File: src/rtl/vector_lsu.sv
// Strided vector load/store unit: gathers or scatters up to LANES 64-bit
// elements at base_addr + i*stride against a one-cycle-latency data memory.
module vector_lsu #(
    parameter int unsigned LANES     = 4,
    parameter int unsigned ADDR_W    = 15,
    parameter int unsigned MEM_DEPTH = 24577
) (
    input  logic                  clk,
    input  logic                  rst,
    input  logic                  start,
    input  logic                  is_store,
    input  logic [ADDR_W-1:0]     base_addr,
    input  logic [ADDR_W-1:0]     stride,
    input  logic [2:0]            vlen,
    input  logic                  dump_req,
    input  logic [LANES*64-1:0]   store_data,
    output logic                  busy,
    output logic                  done,
    output logic                  err,
    output logic [LANES*64-1:0]   load_data,
    output logic [ADDR_W-1:0]     mem_dir,
    output logic                  mem_write_flag,
    output logic                  mem_file_enable,
    output logic [63:0]           mem_data_out,
    input  logic [63:0]           mem_data_in
);

    localparam int unsigned CNT_W  = $clog2(LANES + 1);
    localparam int unsigned DATA_W = LANES * 64;

    typedef enum logic [2:0] {IDLE, LOAD, DRAIN, STORE, DONE} state_t;

    state_t              state_q, state_d;
    logic [CNT_W-1:0]    n_q, n_d, idx_q, idx_d;
    logic [ADDR_W-1:0]   addr_q, addr_d, stride_q, stride_d;
    logic                dump_q, dump_d;
    logic [DATA_W-1:0]   sdata_q, sdata_d;
    // Two-deep load tag pipeline: stage 0 = element issued this cycle,
    // stage 1 = element whose read data is on mem_data_in this cycle.
    logic                v0_q, v0_d, r0_q, r0_d, v1_q, v1_d, r1_q, r1_d;
    logic [CNT_W-1:0]    t0_q, t0_d, t1_q, t1_d;
    logic                busy_q, busy_d, done_q, done_d, err_q, err_d;
    logic [DATA_W-1:0]   ld_q, ld_d;
    logic [ADDR_W-1:0]   dir_q, dir_d;
    logic                we_q, we_d, fe_q, fe_d;
    logic [63:0]         dout_q, dout_d;

    logic                issue, iss_store, iss_inr;
    logic [ADDR_W-1:0]   iss_addr;
    logic [CNT_W-1:0]    iss_idx, n_in;

    assign n_in = (32'(vlen) > LANES) ? CNT_W'(LANES) : CNT_W'(vlen);

    // Next-state, element issue and load capture.
    always_comb begin
        state_d   = state_q;
        n_d       = n_q;
        idx_d     = idx_q;
        addr_d    = addr_q;
        stride_d  = stride_q;
        dump_d    = dump_q;
        sdata_d   = sdata_q;
        v0_d      = 1'b0;
        t0_d      = t0_q;
        r0_d      = r0_q;
        v1_d      = v0_q;
        t1_d      = t0_q;
        r1_d      = r0_q;
        busy_d    = busy_q;
        done_d    = 1'b0;
        err_d     = err_q;
        ld_d      = ld_q;
        dir_d     = dir_q;
        we_d      = 1'b0;
        fe_d      = 1'b0;
        dout_d    = dout_q;
        issue     = 1'b0;
        iss_store = 1'b0;
        iss_addr  = addr_q;
        iss_idx   = idx_q;
        iss_inr   = 1'b0;

        if (v1_q && r1_q) begin
            ld_d[32'(t1_q)*64 +: 64] = mem_data_in;
        end

        case (state_q)
            IDLE: begin
                if (start) begin
                    n_d      = n_in;
                    stride_d = stride;
                    dump_d   = dump_req;
                    sdata_d  = store_data;
                    err_d    = 1'b0;
                    ld_d     = '0;
                    busy_d   = 1'b1;
                    if (n_in == '0) begin
                        state_d = DONE;
                    end else begin
                        issue     = 1'b1;
                        iss_store = is_store;
                        iss_addr  = base_addr;
                        iss_idx   = '0;
                        if (is_store) state_d = STORE;
                        else if (n_in == CNT_W'(1)) state_d = DRAIN;
                        else state_d = LOAD;
                    end
                end
            end
            LOAD: begin
                issue = 1'b1;
                if (idx_q == n_q - CNT_W'(1)) state_d = DRAIN;
            end
            DRAIN: begin
                if (v1_q && (t1_q == n_q - CNT_W'(1))) begin
                    state_d = DONE;
                    done_d  = 1'b1;
                    busy_d  = 1'b0;
                end
            end
            STORE: begin
                if (idx_q == n_q) begin
                    state_d = DONE;
                    done_d  = 1'b1;
                    busy_d  = 1'b0;
                end else begin
                    issue     = 1'b1;
                    iss_store = 1'b1;
                end
            end
            DONE: begin
                // Zero-length requests arrive here still busy; finish them now.
                state_d = IDLE;
                busy_d  = 1'b0;
                done_d  = ~done_q;
            end
            default: state_d = IDLE;
        endcase

        if (issue) begin
            iss_inr = 32'(iss_addr) < MEM_DEPTH;
            dir_d   = iss_addr;
            addr_d  = iss_addr + stride_d;
            idx_d   = iss_idx + CNT_W'(1);
            if (!iss_inr) err_d = 1'b1;
            if (iss_store) begin
                dout_d = sdata_d[32'(iss_idx)*64 +: 64];
                we_d   = iss_inr;
                fe_d   = dump_d && (iss_idx == n_d - CNT_W'(1));
            end else begin
                v0_d = 1'b1;
                t0_d = iss_idx;
                r0_d = iss_inr;
            end
        end
    end

    // State and output registers with synchronous reset.
    always_ff @(posedge clk) begin
        if (rst) begin
            state_q  <= IDLE;
            n_q      <= '0;
            idx_q    <= '0;
            addr_q   <= '0;
            stride_q <= '0;
            dump_q   <= 1'b0;
            sdata_q  <= '0;
            v0_q     <= 1'b0;
            t0_q     <= '0;
            r0_q     <= 1'b0;
            v1_q     <= 1'b0;
            t1_q     <= '0;
            r1_q     <= 1'b0;
            busy_q   <= 1'b0;
            done_q   <= 1'b0;
            err_q    <= 1'b0;
            ld_q     <= '0;
            dir_q    <= '0;
            we_q     <= 1'b0;
            fe_q     <= 1'b0;
            dout_q   <= '0;
        end else begin
            state_q  <= state_d;
            n_q      <= n_d;
            idx_q    <= idx_d;
            addr_q   <= addr_d;
            stride_q <= stride_d;
            dump_q   <= dump_d;
            sdata_q  <= sdata_d;
            v0_q     <= v0_d;
            t0_q     <= t0_d;
            r0_q     <= r0_d;
            v1_q     <= v1_d;
            t1_q     <= t1_d;
            r1_q     <= r1_d;
            busy_q   <= busy_d;
            done_q   <= done_d;
            err_q    <= err_d;
            ld_q     <= ld_d;
            dir_q    <= dir_d;
            we_q     <= we_d;
            fe_q     <= fe_d;
            dout_q   <= dout_d;
        end
    end

    assign busy            = busy_q;
    assign done            = done_q;
    assign err             = err_q;
    assign load_data       = ld_q;
    assign mem_dir         = dir_q;
    assign mem_write_flag  = we_q;
    assign mem_file_enable = fe_q;
    assign mem_data_out    = dout_q;

endmodule
File: config.mk
export PLATFORM = sky130hd
export DESIGN_NAME = vector_lsu
export DESIGN_NICKNAME = d
export VERILOG_FILES = /design/src/rtl/vector_lsu.sv
export SDC_FILE = /design/constraint.sdc
export NUM_CORES = 1
export LEC_CHECK = 0
export ABC_CLOCK_PERIOD_IN_PS = 7500
export CAP_MARGIN = 20
export CORE_AREA = 4 4 271 273
export CTS_CLUSTER_SIZE = 10
export DETAILED_ROUTE_END_ITERATION = 6
export DIE_AREA = 0 0 275 277
export HOLD_SLACK_MARGIN = 0.08
export PLACE_DENSITY = 0.66
export SKIP_LAST_GASP = 1
export SYNTH_ARGS = -nofsm -noshare
export SYNTH_HDL_FRONTEND = slang
export SYNTH_SLANG_ARGS = --single-unit
File: constraint.sdc
create_clock -name clk -period 7.5 [get_ports clk]
set_clock_uncertainty 0.15 [all_clocks]
set_input_delay 1.875 -clock clk [delete_from_list [all_inputs] [get_ports clk]]
set_output_delay 1.875 -clock clk [all_outputs]
set_load 0.02 [all_outputs]
### Yosys cells after proc, flatten, opt, wreduce, memory -nomap -nowiden

Cells that the tools add are included.

* register bits after elaboration: 646
* input port bits: 358
* output and inout bits: 340
* logic and storage cells: 105

* $add $sub $neg: 5
* $lt $le $gt $ge: 2
* eq/ne operators: 13
* shift operators: 3
* multiplexer cells: 46
* bitwise gates (word level): 3
* reduce and logical (&&, ||, !) cells: 12

Operators by type and width (count)
* 256-bit 2-to-1 mux: 5
* 256-bit bitwise mux: 1
* 64-bit by 34-bit variable shift with 256-bit output (first input constant): 1
* 256-bit by 10-bit indexed part select with 64-bit output: 1
* 64-bit by 34-bit indexed part select with 256-bit output: 1
* 15-bit 2-to-1 mux: 5
* 9-bit negation with 34-bit output: 1
* 3-bit 2-to-1 mux: 11
* 1-bit 2-to-1 mux: 17
* 15-bit adder: 1
* 15-bit less-than comparator (second input constant): 1
* 3-bit equality test: 4
* 3-bit one-hot mux with 4 select lines: 1
* 2-bit inequality test (second input constant): 4
* 4-bit AND reduction: 2
* 3-bit by 1-bit equality test with 1-bit output (second input constant): 2
* 3-bit by 2-bit equality test with 1-bit output (second input constant): 2
* 3-bit zero test: 2
* 1-bit one-hot mux with 3 select lines: 2
* 3-bit by 1-bit subtractor with 3-bit output (second input constant): 2
* 2-bit 2-to-1 mux: 2
* 1-bit one-hot mux with 4 select lines: 1
* 2-bit AND reduction: 2
* 4-bit nonzero test: 1
* 8 further kinds: 12

### Depth between registers and ports, before layout

Gate-level depths: netlist (run 1).

* depth after elaboration: 9
* mapped depth: 17
* gate-level depth less buffers: 13

### Worst setup path after synthesis (run 1)

No wires, ideal clock.

* kind: input port to flip-flop
* start point: in start
* end point: reg addr_q[14]
* setup time: 0.116 ns
* arrival: 4.907 ns
* required time: 7.234 ns
* slack: 2.327 ns
* stages on the path: 16
* path buffers: 4
* cell sequence: nor4b_4 buf_2 buf_2 clkbuf_1 clkbuf_1 nand2_1 nand2_1 ha_1 fa_1 inv_1 a221oi_2 o221a_2 o2111ai_2 a31oi_2 nand4_1 a31o_1

* longest elaborated chain between the ends: 3

Ends and longest elaborated chain
* start: declaration: RTL line 10 `input logic start,`
* 15-bit 2-to-1 mux: RTL line 89 `if (start) begin`
* 15-bit 2-to-1 mux: RTL line 87 `case (state_q)`
* via stride_d[0]: RTL line 35 `logic [ADDR_W-1:0] addr_q, addr_d, stride_q, stride_d;`
* 15-bit adder: RTL line 143 `addr_d = iss_addr + stride_d;`
* end signal: assignment: RTL line 186 `addr_q <= addr_d;`
* end: declaration: RTL line 35

The timed path passes the listed nets, and every way through them passes these cells.
A chain may end at the register's enable or synchronous reset.

### Worst setup path after layout (run 1)

* start point: in start
* end point: reg addr_q[12]

* longest elaborated chain between the ends: 3

Ends and longest elaborated chain
* 15-bit 2-to-1 mux: RTL line 89
* 15-bit 2-to-1 mux: RTL line 87
* via iss_addr[0]: RTL line 49 `logic [ADDR_W-1:0] iss_addr;`
* 15-bit adder: RTL line 143

The timed path passes the listed nets, and every way through them passes these cells.

==> results of run 1 <==
## worst register-to-register path, stage by stage, from the launching register on
cell and delay, ns:
sky130_fd_sc_hd__dfxtp_1 0.45, sky130_fd_sc_hd__or4b_4 0.71, sky130_fd_sc_hd__nor2_2 0.40, sky130_fd_sc_hd__mux2i_1 0.33, sky130_fd_sc_hd__inv_1 0.07, sky130_fd_sc_hd__ha_1 0.22
sky130_fd_sc_hd__fa_1 0.45, sky130_fd_sc_hd__inv_1 0.10, sky130_fd_sc_hd__a221oi_2 0.06, sky130_fd_sc_hd__o221a_2 0.35, sky130_fd_sc_hd__o2111ai_2 0.30, sky130_fd_sc_hd__a31oi_2 0.16
sky130_fd_sc_hd__xnor2_1 0.15, sky130_fd_sc_hd__a211oi_2 0.21
## worst paths after layout
check | slack, ns | from | to | cells after the start
worst max-delay path | 2.05 | start | addr_q[12] | 14
worst min register to register | 0.29 | v0_q | v1_q | 1
worst max register to register | 3.30 | state_q[1] | addr_q[12] | 13
worst min-delay path | 0.29 | v0_q | v1_q | 1
## kinds of logic after synthesis
| kind of cell | Yosys count | synth area share |
|---|---|---|
| fa+ha+maj | 20 | 0.00916 |
| simple gates | 1961 | 0.283 |
| mux | 11 | 0.00404 |
| xor+xnor | 25 | 0.00786 |
| flops | 646 | 0.464 |
| compound gates | 889 | 0.184 |
| buf+inv | 336 | 0.0477 |
## synthesized netlist by cell type (all sizes together), types with 15 or more instances
library cell and number:
nor3 24, clkbuf 256, a311oi 133, nor2 64, and3 132, inv 23, ha 18, o21ai 84
nand2 1691, buf 57, a21oi 623, a211oi 15, dfxtp 646
## stage by stage
stage | util | area [um^2] | setup slack, ns | std cells | hold slack, ns
6_report | 0.526 | 37400 | 2.05 | 5384 | 0.286
5_1_grt | 0.526 | 37400 | 1.82 | 5376 | 0.305
4_1_cts | 0.526 | 37400 | 2.11 | 5365 | 0.286
3_5_place_dp | 0.496 | 35300 | 1.49 | 5264 | 0.274
3_3_place_gp | 0.496 | 35300 | 1.58 | 5263 | 0.271
2_1_floorplan | - | 27900 | 2.33 | 3888 | 0.264
## where the power goes
group	total (mW)	leakage (nW)	switching, mW	internal (mW)
registers	4.02	5.25	0.219	3.80
clock network	3.29	1.03	1.43	1.86
logic	3.16	6.92	2.03	1.13
## per-layer routing
layer | GRT usage | up-vias | wire length (um)
met5 | 0 | - | 180
li1 | - | 13917 | -
met2 | 0.415 | 930 | 48000
met3 | 0.0680 | 170 | 8360
met1 | 0.308 | 13161 | 40800
met4 | 0.0869 | 26 | 3020
## cell type report
class / instances / area share
diodes: 19 / 0.00127
clock buffers: 92 / 0.0530
clock inverters: 9 / 0.00301
inverters: 23 / 0.00251
multi-input cells: 2906 / 0.365
flip-flops and latches: 646 / 0.346
well taps: 950 / 0.0318
repair buffers: 739 / 0.198
## registers in the layout (all words and copies together) (netlist names), 3 cells and up
name,flops
mem_dir,15
n_q,3
mem_data_out,64
idx_q,3
state_q,3
t1_q,3
sdata_q,256
t0_q,3
addr_q,15
load_data,256
stride_q,15
==> results.yml, run 1 <==
layout:
  multi_input_combinational_cell_area_um2: 13700
  layout.cells.most_common: "sky130_fd_sc_hd__nand2_1"
  flow.area_growth_from_synthesis_pct: 34.3
  drive_above_1_share: 0.0367
  area.sequential_um2: 12900
  num-nets-final: 4769
  layout.cells.most_common_list: "sky130_fd_sc_hd__nand2_1 (1689), sky130_fd_sc_hd__clkdlybuf4s50_1 (696), sky130_fd_sc_hd__dfxtp_1 (646)"
  nFillCells: 6975
floorplan:
  start_util: 0.392
  fp.coreArea_um2: 71100
  row_count: 98
  dieWidth_um: 275
  floorplan.io_pins: 698
  die-area_um2: 76200
  die-height_um: 277
drt:
  avgViaCountPerCell: 5.24
  drt_first_iter_violations: 2168
  drt_pre_antenna_iters: 6
  drt-wirelength-per-cell_um: 18.6
  route.final.wire_length_mm: 100
  drc: 0
  detailroute.via_count: 28204
  drt_antenna_net_count: 0
synth:
  syn-instance-count: 3888
  synthDominantAreaCellType: "sky130_fd_sc_hd__dfxtp_1"
  postSynthRegisterBits: 646
  synth_ff_type: "sky130_fd_sc_hd__dfxtp_1"
  syn_area_um2: 27900
  yosys_warnings: 0
  yosysSeqAreaShare: 0.464
  synth.top_cell.area_share: 0.464
  async_reset_ff_frac: 0
  synth_cell_type_count: 66
  mappedNetlistNets: 4265
  syn-mean-instance-area_um2: 7.17
  yosys-top-cells-area: "sky130_fd_sc_hd__dfxtp_1 (46%), sky130_fd_sc_hd__nand2_1 (23%), sky130_fd_sc_hd__a21oi_1 (11%)"
  count_of_flip_flops_with_a_built_in_enable_after_synthesis: 0
power_and_ir_drop:
  power_consumption_mw: 10.5
  power.ir.vdd_worst_mv: 0.224
  power-per-cell-area_nw_per_um2: 280
  p_leak_nw: 13.2
timing:
  tightest_slew_ns: 1.26
  number_of_hold_violations_in_the_final_report: 0
  final_period_minus_worst_setup_slack_ns: 5.45
  final_cycle_utilization_of_the_critical_path: 0.727
  slew_viol_final: 0
  grt_setup_unrepaired: "false"
  finalSetupViolations: 0
  maxClockFrequency_mhz: 183
  relSlewSlack: 0.160
  tns_ns: 0
grt:
  grt_pass1_wl_mm: 152
  grt_start_max_net_pins: 212
  globalRouteOverflowTotal: 0
  grt_use_total: 0.248
  grt_pass1_vias: 25560
  antenna_found_initial: 34
worst_setup_path:
  cp-end-kind: "flop"
  critical-path-top-delay-family: "compound AO/OA/AOI/OAI gates"
  crit_path_required_time_ns: 7.87
  worst_path_max_delay_cell: "sky130_fd_sc_hd__or4b_4"
  cell_breakdown_of_the_critical_path: "clkdlybuf4s50_1 > or4b_4 > nor2_2 > mux2i_1 > inv_1 > ha_1 > fa_1 > inv_1 > a221oi_2 > o221a_2 > o2111ai_2 > a31oi_2 > xnor2_1 > a211oi_2"
  worst-path-buf-inv: 3
  cp_common_cell: "sky130_fd_sc_hd__inv_1"
  critPathKind: "in -> reg"
  timing.critical_path.slowest_cell_delay_ns: 0.64
  cp_data_arrival_time_ns: 5.82
  worstSetupStartpointType: "input pin"
  cp_max_fo: 16
clocking:
  clockRootBuffer: "sky130_fd_sc_hd__clkbuf_16"
  cts_setup_buffers: 0
  clock_path_buffers: 3
  cts_resized: 0
  clock_sink_count: 646
  number_of_cts_inserted_buffers: 76
  cts.clk_slew.worst_paths_ns: 0.05
  cts_tree: "yes"
  post_cts_hold_buffers: 0
  clock_latency_ns: 0.60
  ctsHtreeMaxLevel: 3
outcome:
  status: "finished, final reports clean"
place:
  dp_hpwl_mm: 66.6
  place.gp.congestion: 0.870
  port_buffers: 697
min_path:
  timing.hold.worst.class: "reg -> reg"
flow_run:
  cap_violations: 0
Note: power is estimated with default switching activity, not from simulation.
==> run 2: changes to the inputs <==
ABC_CLOCK_PERIOD_IN_PS = 5700   (was 7500)
clock period = 5.7 ns   (was 7.5 ns; I/O delays follow)
==> run 2 against run 1 <==
Effect of this change: the run now ends with design-rule violations left; critical path type unchanged; routed wire length rose by 1.4%; via count rose by 0.47%; non-clock buffer count rose by 9; clock power rose by 35%; setup slack got worse by 1.2 ns; largest power group unchanged; power rose by 34%; global-route usage rose by 0.25 points; combinational power rose by 35%.
==> results.yml, run 2 (synthesis gave the netlist of run 1 again) <==
outcome:
  status: "finished with violations"
  violations_in_the_final_reports: "design-rule violations"
power_and_ir_drop:
  power.ir.vdd_worst_mv: 0.294
  net-switching-power_mw: 4.92
  p_comb_frac: 0.305
  p_int_mw: 9.06
  power-per-cell-area_nw_per_um2: 371
  pwr-share-clk: 0.318
  switching_portion_of_total_power: 0.352
  power_frac_seq: 0.377
  power_consumption_mw: 14.0
  p_leak_nw: 13.3
grt:
  grt_pass1_wl_mm: 153
  grt_pass1_vias: 26006
  antenna_found_initial: 29
  globalRouteOverflowTotal: 0
  grt_start_max_net_pins: 216
  grt_use_total: 0.251
drt:
  drt_pre_antenna_iters: 7
  detailroute.via_count: 28336
  drt_antenna_net_count: 0
  route.final.wire_length_mm: 102
  drt-wirelength-per-cell_um: 18.9
  drc: 6
  avgViaCountPerCell: 5.25
  drt_first_iter_violations: 2386
place:
  dp_hpwl_mm: 67.2
  pre_cts_ws_ns: 0.272
  port_buffers: 697
  place.gp.congestion: 0.897
  dpl.cell_count: 5273
worst_setup_path:
  cp_max_fo: 21
  crit_path_required_time_ns: 6.07
  r2r_cells: 13
  cell_breakdown_of_the_critical_path: "clkdlybuf4s50_1 > or4b_4 > nor2_2 > buf_4 > mux2i_1 > inv_1 > fa_1 > inv_1 > a221oi_2 > o221a_2 > o2111ai_2 > a31oi_2 > xnor2_1 > a211oi_2"
  cp-end-kind: "flop"
  critPathKind: "in -> reg"
  cp_data_arrival_time_ns: 5.21
  worst_path_max_delay_cell: "sky130_fd_sc_hd__or4b_4"
  critical_path.reg2reg.endpoint: "addr_q[12]"
  worst-path-buf-inv: 4
  r2r_setup_slack_ns: 1.61
  cp_common_cell: "sky130_fd_sc_hd__inv_1"
  timing.critical_path.slowest_cell_delay_ns: 0.58
  worstSetupStartpointType: "input pin"
  critical-path-top-delay-family: "compound AO/OA/AOI/OAI gates"
  r2r_start: "state_q[0]"
clocking:
  cts_resized: 0
  ctsHtreeMaxLevel: 3
  clockRootBuffer: "sky130_fd_sc_hd__clkbuf_16"
  clock_sink_count: 646
  clock_path_buffers: 3
  cts.clk_slew.worst_paths_ns: 0.06
  cts_tree: "yes"
  post_cts_hold_buffers: 0
  clock_latency_ns: 0.62
  number_of_cts_inserted_buffers: 77
  cts_setup_buffers: 0
floorplan:
  floorplan.io_pins: 698
  fp.coreArea_um2: 71100
  die-area_um2: 76200
  row_count: 98
  die-height_um: 277
  dieWidth_um: 275
  start_util: 0.392
timing:
  tightest_slew_ns: 1.22
  final_cycle_utilization_of_the_critical_path: 0.849
  maxClockFrequency_mhz: 207
  tns_ns: 0
  finalWorstSetupSlack_ns: 0.859
  finalSetupViolations: 0
  grt_setup_unrepaired: "false"
  final_period_minus_worst_setup_slack_ns: 4.84
  slew_viol_final: 0
  number_of_hold_violations_in_the_final_report: 0
  relSlewSlack: 0.189
min_path:
  hold_path_end: "v1_q"
  holdPathStages: 1
  hold_path.startpoint: "v0_q"
  timing.hold.worst.class: "reg -> reg"
layout:
  layout.cells.most_common_list: "sky130_fd_sc_hd__nand2_1 (1689), sky130_fd_sc_hd__clkdlybuf4s50_1 (696), sky130_fd_sc_hd__dfxtp_1 (646)"
  layoutNonFillerInstCount: 5397
  drive_above_1_share: 0.0400
  layout.cells.most_common: "sky130_fd_sc_hd__nand2_1"
  num-nets-final: 4779
  flow.area_growth_from_synthesis_pct: 35.1
flow_run:
  cap_violations: 0
-- run 2: how the worst max path moves through the flow --
| stage | cells after the start | start | to | slack (ns) |
|---|---|---|---|---|
| global placement | 15 | start | addr_q[13] | 0.32 |
| floorplan | 16 | start | addr_q[14] | 0.98 |
| global route | 14 | start | addr_q[12] | 0.56 |
| CTS | 14 | start | addr_q[12] | 0.93 |
| finish | 14 | start | addr_q[12] | 0.86 |
| detailed placement | 15 | start | addr_q[13] | 0.27 |
-- run 2: worst register-to-register path, delay by kind of cell (launching register included) --
kind | cells | cell delay [ns]
XOR/XNOR | 1 | 0.16
multiplexers | 1 | 0.29
AND/OR/NAND/NOR | 2 | 0.85
AO/OA/AOI/OAI | 5 | 1.13
buffers and inverters | 3 | 0.51
flip-flops | 1 | 0.45
adder cells (fa/ha/maj) | 1 | 0.46
-- run 2: metrics by stage --
step | cell area [um^2] | util | hold slack (ns)
finish | 37600 | 0.529 | 0.294
global route | 37600 | 0.529 | 0.312
CTS | 37600 | 0.529 | 0.300
detailed placement | 35400 | 0.498 | 0.290
global placement | 35400 | 0.498 | 0.266
floorplan | 27900 | - | 0.264
-- run 2: per-layer routing --
layer	GRT usage	vias up	share of wire
li1	-	13961	-
met1	0.314	13277	0.41
met2	0.414	878	0.47
met3	0.0625	194	0.079
met4	0.102	26	0.035
met5	0	-	0.0019
-- run 2: cell type report --
cell class | count | area, um^2
fillers | 6965 | 33500
multi-input cells | 2906 | 13700
flip-flops and latches | 646 | 12900
repair buffers | 748 | 7530
clock buffers | 94 | 2050
well taps | 950 | 1190
clock inverters | 10 | 116
inverters | 23 | 93.8
diodes | 20 | 50.0
-- run 2: power groups by stage --
stage	clock, mW	sequential [mW]	combinational [mW]
floorplan	0	5.42	2.72
global placement	0	5.36	4.22
detailed placement	0	5.36	4.25
CTS	4.55	5.27	4.26
global route	4.72	5.32	4.72
finish	4.44	5.28	4.26
